`src/rtl/imm_ext_pkg.sv`:
```
// Shared definitions for the time-shared immediate-extension unit:
// extension mode encodings, datapath widths, the output register state type
// and the extension helper function used by the extender core.
package imm_ext_pkg;

    localparam logic [1:0] MODE_ZE16 = 2'b00;
    localparam logic [1:0] MODE_SE16 = 2'b01;
    localparam logic [1:0] MODE_SE26 = 2'b10;
    localparam logic [1:0] MODE_ZE26 = 2'b11;

    localparam int IMM_W  = 26;
    localparam int DATA_W = 32;

    // Output register occupancy
    typedef enum logic {
        OUT_EMPTY = 1'b0,
        OUT_FULL  = 1'b1
    } out_state_e;

    // Extend a raw immediate to the datapath width. Bits above the selected
    // source width are ignored; zero-extension is unsigned.
    function automatic logic [DATA_W-1:0] imm_extend(input logic [IMM_W-1:0] imm,
                                                     input logic [1:0]       mode);
        logic [DATA_W-1:0] res;
        case (mode)
            MODE_ZE16: res = {16'b0, imm[15:0]};
            MODE_SE16: res = {{16{imm[15]}}, imm[15:0]};
            MODE_SE26: res = {{6{imm[25]}}, imm[25:0]};
            MODE_ZE26: res = {6'b0, imm[25:0]};
            default:   res = 32'h0000_0000;
        endcase
        return res;
    endfunction

endpackage

```
`src/rtl/imm_ext_core.sv`:
```
// Combinational immediate extender: 16/26-bit raw immediate to 32 bits,
// with an optional left shift by two for word-aligned offsets/targets.
module imm_ext_core
    import imm_ext_pkg::*;
(
    input  logic [IMM_W-1:0]  imm_i,
    input  logic [1:0]        mode_i,
    input  logic              shift_i,
    output logic [DATA_W-1:0] out_o
);

    logic [DATA_W-1:0] ext_s;

    assign ext_s = imm_extend(imm_i, mode_i);

    // Apply the optional shift; top two bits fall off, low two bits are zero
    always_comb begin
        out_o = ext_s;
        if (shift_i) begin
            out_o = {ext_s[DATA_W-3:0], 2'b00};
        end else begin
            out_o = ext_s;
        end
    end

endmodule

```
`src/rtl/imm_ext_arbiter.sv`:
```
// Shared immediate-extension unit with round-robin arbitration over NREQ
// requesters and a single registered valid/ready result port tagged with
// the requester index.
// Optional feature macro: IMM_EXT_SHIFT2_EN adds the Req_Shift port and the
// shift-left-by-two option on the extended result.
module imm_ext_arbiter
    import imm_ext_pkg::*;
#(
    parameter int NREQ = 3,
    parameter int ID_W = $clog2(NREQ)
) (
    input  logic                  Clk,
    input  logic                  Reset,
    input  logic [NREQ-1:0]       Req_Valid,
    output logic [NREQ-1:0]       Req_Ready,
    input  logic [NREQ*IMM_W-1:0] Req_Imm,
    input  logic [NREQ*2-1:0]     Req_Mode,
`ifdef IMM_EXT_SHIFT2_EN
    input  logic [NREQ-1:0]       Req_Shift,
`endif
    output logic                  Out_Valid,
    input  logic                  Out_Ready,
    output logic [DATA_W-1:0]     Out_Data,
    output logic [ID_W-1:0]       Out_Id
);

    out_state_e        state_q, state_d;
    logic [DATA_W-1:0] data_q, data_d;
    logic [ID_W-1:0]   id_q, id_d;
    logic [ID_W-1:0]   rr_ptr_q, rr_ptr_d;

    logic              free_s;
    logic              grant_found_s;
    logic              grant_s;
    logic [ID_W-1:0]   grant_idx_s;
    logic [IMM_W-1:0]  sel_imm_s;
    logic [1:0]        sel_mode_s;
    logic              sel_shift_s;
    logic [DATA_W-1:0] ext_data_s;

    // The result slot can take a new value when empty or when it drains now
    assign free_s  = (state_q == OUT_EMPTY) || Out_Ready;
    assign grant_s = free_s && grant_found_s;

    // Round-robin pick: first valid requester at or above rr_ptr, then wrap
    // to the ones below it; also selects that requester's operands.
    always_comb begin
        grant_found_s = 1'b0;
        grant_idx_s   = '0;
        sel_imm_s     = '0;
        sel_mode_s    = 2'b00;
        sel_shift_s   = 1'b0;
        for (int i = 0; i < NREQ; i++) begin
            if (!grant_found_s && Req_Valid[i] && (i >= int'(rr_ptr_q))) begin
                grant_found_s = 1'b1;
                grant_idx_s   = ID_W'(i);
                sel_imm_s     = Req_Imm[i*IMM_W +: IMM_W];
                sel_mode_s    = Req_Mode[i*2 +: 2];
`ifdef IMM_EXT_SHIFT2_EN
                sel_shift_s   = Req_Shift[i];
`else
                sel_shift_s   = 1'b0;
`endif
            end else begin
                grant_found_s = grant_found_s;
            end
        end
        for (int i = 0; i < NREQ; i++) begin
            if (!grant_found_s && Req_Valid[i] && (i < int'(rr_ptr_q))) begin
                grant_found_s = 1'b1;
                grant_idx_s   = ID_W'(i);
                sel_imm_s     = Req_Imm[i*IMM_W +: IMM_W];
                sel_mode_s    = Req_Mode[i*2 +: 2];
`ifdef IMM_EXT_SHIFT2_EN
                sel_shift_s   = Req_Shift[i];
`else
                sel_shift_s   = 1'b0;
`endif
            end else begin
                grant_found_s = grant_found_s;
            end
        end
    end

    // One-hot grant, forced low while reset is held
    always_comb begin
        Req_Ready = '0;
        for (int i = 0; i < NREQ; i++) begin
            if (grant_s && Reset && (grant_idx_s == ID_W'(i))) begin
                Req_Ready[i] = 1'b1;
            end else begin
                Req_Ready[i] = 1'b0;
            end
        end
    end

    imm_ext_core u_core (
        .imm_i   (sel_imm_s),
        .mode_i  (sel_mode_s),
        .shift_i (sel_shift_s),
        .out_o   (ext_data_s)
    );

    // Output register next state: load on grant, drain, or hold while stalled
    always_comb begin
        state_d  = state_q;
        data_d   = data_q;
        id_d     = id_q;
        rr_ptr_d = rr_ptr_q;
        if (grant_s) begin
            data_d = ext_data_s;
            id_d   = grant_idx_s;
            if (grant_idx_s == ID_W'(NREQ-1)) begin
                rr_ptr_d = '0;
            end else begin
                rr_ptr_d = grant_idx_s + ID_W'(1);
            end
        end else begin
            rr_ptr_d = rr_ptr_q;
        end
        case (state_q)
            OUT_EMPTY: begin
                if (grant_s) begin
                    state_d = OUT_FULL;
                end else begin
                    state_d = OUT_EMPTY;
                end
            end
            OUT_FULL: begin
                if (grant_s) begin
                    state_d = OUT_FULL;
                end else if (Out_Ready) begin
                    state_d = OUT_EMPTY;
                end else begin
                    state_d = OUT_FULL;
                end
            end
            default: state_d = OUT_EMPTY;
        endcase
    end

    // State, result and round-robin pointer registers
    always_ff @(posedge Clk or negedge Reset) begin
        if (!Reset) begin
            state_q  <= OUT_EMPTY;
            data_q   <= 32'h0000_0000;
            id_q     <= '0;
            rr_ptr_q <= '0;
        end else begin
            state_q  <= state_d;
            data_q   <= data_d;
            id_q     <= id_d;
            rr_ptr_q <= rr_ptr_d;
        end
    end

    assign Out_Valid = (state_q == OUT_FULL);
    assign Out_Data  = data_q;
    assign Out_Id    = id_q;

endmodule

```
`config.mk`:
```
export PLATFORM = sky130hd
export DESIGN_NAME = imm_ext_arbiter
export DESIGN_NICKNAME = d
export VERILOG_FILES = /design/src/rtl/imm_ext_pkg.sv /design/src/rtl/imm_ext_core.sv /design/src/rtl/imm_ext_arbiter.sv
export SDC_FILE = /design/constraint.sdc
export NUM_CORES = 1
export LEC_CHECK = 0
export ABC_AREA = 1
export BUFFER_PORTS_ARGS = -buffer_cell sky130_fd_sc_hd__clkbuf_2
export CAP_MARGIN = 0
export CORE_MARGIN = 3
export CORE_UTILIZATION = 45
export DETAILED_ROUTE_END_ITERATION = 8
export PLACE_DENSITY = 0.83
export SYNTH_ARGS = -nofsm -noshare
export SYNTH_HDL_FRONTEND = slang
export SYNTH_SLANG_ARGS = --single-unit
```
`constraint.sdc`:
```
create_clock -name Clk -period 5.35 [get_ports Clk]
set_clock_uncertainty 0.2 [all_clocks]
set_input_delay 1.605 -clock Clk [delete_from_list [all_inputs] [get_ports Clk]]
set_output_delay 1.605 -clock Clk [all_outputs]
set_load 0.02 [all_outputs]
```
==> impl_metrics.csv <==
group,metric,value,unit
run_status,status,"completed",
logic_synthesis,ys_seq_area_share,37.6,%
cts,clock_sinks,32,
logic_synthesis,synth_area_leaders,"dfrtp_1, nand2_1, nor2_1",
routing,routedWlPerCell,13.5,um
sta,worst_slew_pin_slew,0.921,ns
logic_synthesis,ys.flop_type,"dfrtp_1",
cts,clk_pin_slew,0.06,ns
logic_synthesis,yosys.area.top_type,"dfrtp_1",
critical_path,crit_path_max_fanout,10,
logic_synthesis,synthTopCellsByCount,"nand2_1, nor2_1, a21oi_1, dfrtp_1, nand3_1",
global_route,met1_usage,30.0,%
global_route,met2_usage,38.3,%
sta,finalSetupTns,0,ns
global_route,grt_pass1_vias,2176,
logic_synthesis,syn_area,0.00213,mm2
placed_design,port_buffers,127,
placed_design,gp_congestion,0.920,
cts,cts_setup_buffers,0,
finish,diodes,0,
logic_synthesis,synth_top_area_share,37.6,%
cts,cts_tree,"built",
global_route,top_usage_layer,"met2",
global_route,grt-ovfl-total,0,
critical_path,cp_slowest_cell,"nand2_1",
sta,relSlewSlack,38.5,%
cts,clockBufferDepth,2,
power_and_ir_drop,total_power,1.23,mW
placed_design,hpwl,5140,um
logic_synthesis,synth-edff-count,0,
sta,setup_viol,0,
routing,antenna_left,0,
cts,cts_root_buf,"clkbuf_8",
critical_path,crit_arrival,3.04,ns
finish,final.fill_count,404,
global_route,grt_max_degree,40,
logic_synthesis,yosysMostFrequentCell,"nand2_1",
routing,via_count,2421,
routing,drt-total-wl,6500,um
global_route,grt_pass1_wl,9840,um
logic_synthesis,synth_cell_types,26,
sta,setup_ws,0.510,ns
critical_path,worstSetupPathType,"in -> out",
power_and_ir_drop,p_per_area,428,mW/mm2
sta,final.period_utilization,90.5,%
floorplanning,initial_utilization,47.7,%
sta,period_needed,4.84,ns
finish,fin_nets,519,
placed_design,placed_cell_area,0.00276,mm2
global_route,grtUsageMet3,5.07,%
cts,numCtsBuffers,5,
cts,ctsResizeCount,0,
sta,hold_viol_final,0,
cts,postCtsHoldBufs,0,
cts,htree_levels,2,
global_route,track_usage,22.9,%
routing,firstDrtPassIters,4,
floorplanning,die_h,74.8,um
floorplanning,row_count,24,
logic_synthesis,syn_inst,308,
logic_synthesis,avgSynthCellArea,6.92,um2
finish,fin_area,0.00287,mm2
routing,drc,0,
sta,maxSlewViolCount,0,
critical_path,cp.required,3.55,ns
sta,fmax,207,MHz
run,cap_violations,0,
logic_synthesis,async_flop_share,100,%
critical_path,worstPathCellList,"clkbuf_2 -> nand2_4 -> nand3_1 -> nor2_2 -> nand3_2 -> nand2_1 -> inv_1 -> nor2_1 -> clkbuf_2",
finish,layout-drive-gt1-share,36.7,%
logic_synthesis,synth_nets,398,
critical_path,cp-end-kind,"output pin",
global_route,antenna_found_initial,0,
finish,syn2layout_area_growth,34.4,%
floorplanning,io_pins,128,
floorplanning,die_w,74.8,um
critical_path,path_common_cell,"clkbuf_2",
power_and_ir_drop,peakVddDrop,0.000285,V
routing,drt_iter0_markers,128,
critical_path,critPathMaxStageDelay,0.34,ns
floorplanning,core,0.00447,mm2
sta,rsz0062_at_grt,"false",
logic_synthesis,yosys_warnings,0,
placed_design,dp_slack,0.507,ns
critical_path,startpoint_type,"input pin",
sta,hold_slack,0.286,ns
cts,worstSkewPairLatency,0.27,ns
worst_hold_path,hold_class,"reg -> reg",
floorplanning,die-area,0.00560,mm2
routing,viasPerCell,5.02,
logic_synthesis,synth_seq_cells,32,
power_and_ir_drop,p_leak,1.65,nW
## final cells by class
| cell class | count | area [um2] | share of cell area (%) |
|---|---|---|---|
| timing repair buffer | 132 | 673 | 23.5 |
| multi-input combinational | 240 | 1150 | 40.2 |
| tap | 52 | 65.1 | 2.27 |
| clock inverter | 2 | 35.0 | 1.22 |
| sequential | 32 | 801 | 27.9 |
| inverter | 18 | 67.6 | 2.36 |
| clock buffer | 6 | 72.6 | 2.53 |
## cell families (layout without fill, tap and decap cells)
family	after synthesis	after routing	share of synthesized area [%]
AO/OA/AOI/OAI	54	54	14.9
buffers and inverters	36	158	8.39
flip-flops	32	32	37.6
AND/OR/NAND/NOR	186	186	39.1
## registers in the layout (all words and copies together) (netlist names)
| signal | count |
|---|---|
| Out_Id | 2 |
| Out_Valid | 1 |
| Out_Data | 27 |
| rr_ptr_q | 2 |
## per-stage QoR
stage          utilization (%)  instances
3_5_place_dp              61.7        474
2_1_floorplan                -        308
5_1_grt                   64.1        482
4_1_cts                   64.1        482
3_3_place_gp              61.7        474
6_report                  64.1        482
## layout by cell type (no fill, tap or decap), types with 2 or more instances in the layout
cell type | Yosys | routed
nand2_1 | 88 | 88
nor2_1 | 49 | 49
nand2_4 | 3 | 3
o21ai_0 | 5 | 5
inv_1 | 16 | 16
clkbuf_2 | 0 | 127
clkbuf_8 | 0 | 5
buf_4 | 8 | 5
nand2_2 | 6 | 6
nand3_1 | 22 | 22
dfrtp_1 | 32 | 32
inv_2 | 2 | 2
a22oi_1 | 15 | 15
a21oi_1 | 33 | 33
nand4_1 | 9 | 9
nor2_2 | 2 | 2
## power by group
part | leakage (nW) | switching, mW | total (mW) | internal [mW]
Combinational | 1.21 | 0.412 | 0.622 | 0.210
Sequential | 0.382 | 0.0545 | 0.379 | 0.325
Clock | 0.0552 | 0.0881 | 0.226 | 0.138
Total | 1.65 | 0.554 | 1.23 | 0.673
## routing by layer
metal	vias up	share of wire [%]	wire length, um
li1	1254	-	-
met1	1071	43	2800
met2	91	49	3210
met3	5	6.7	438
met4	0	0.72	47
met5	-	0	0
## critical path, delay by kind of cell
family        cells  cell delay, ns
simple gates      6            0.99
buf+inv           3            0.43
## final timing paths
| check | slack, ns | from | cells past startpoint | to |
|---|---|---|---|---|
| worst max-delay path | 0.51 | Req_Valid[0] | 9 | Req_Ready[2] |
| worst min-delay path | 0.29 | Out_Data[15]$_DFFE_PN0P_ | 2 | Out_Data[15]$_DFFE_PN0P_ |
| worst max register to register | 2.84 | rr_ptr_q[0]$_DFFE_PN0P_ | 12 | Out_Data[17]$_DFFE_PN0P_ |
| worst min register to register | 0.29 | Out_Data[15]$_DFFE_PN0P_ | 2 | Out_Data[15]$_DFFE_PN0P_ |
| max in group asynchronous | 3.44 | Reset | 2 | rr_ptr_q[1]$_DFFE_PN0P_ |
| min in group asynchronous | 1.21 | Reset | 2 | Out_Data[3]$_DFFE_PN0P_ |
Note: power is estimated with default switching activity, not from simulation.
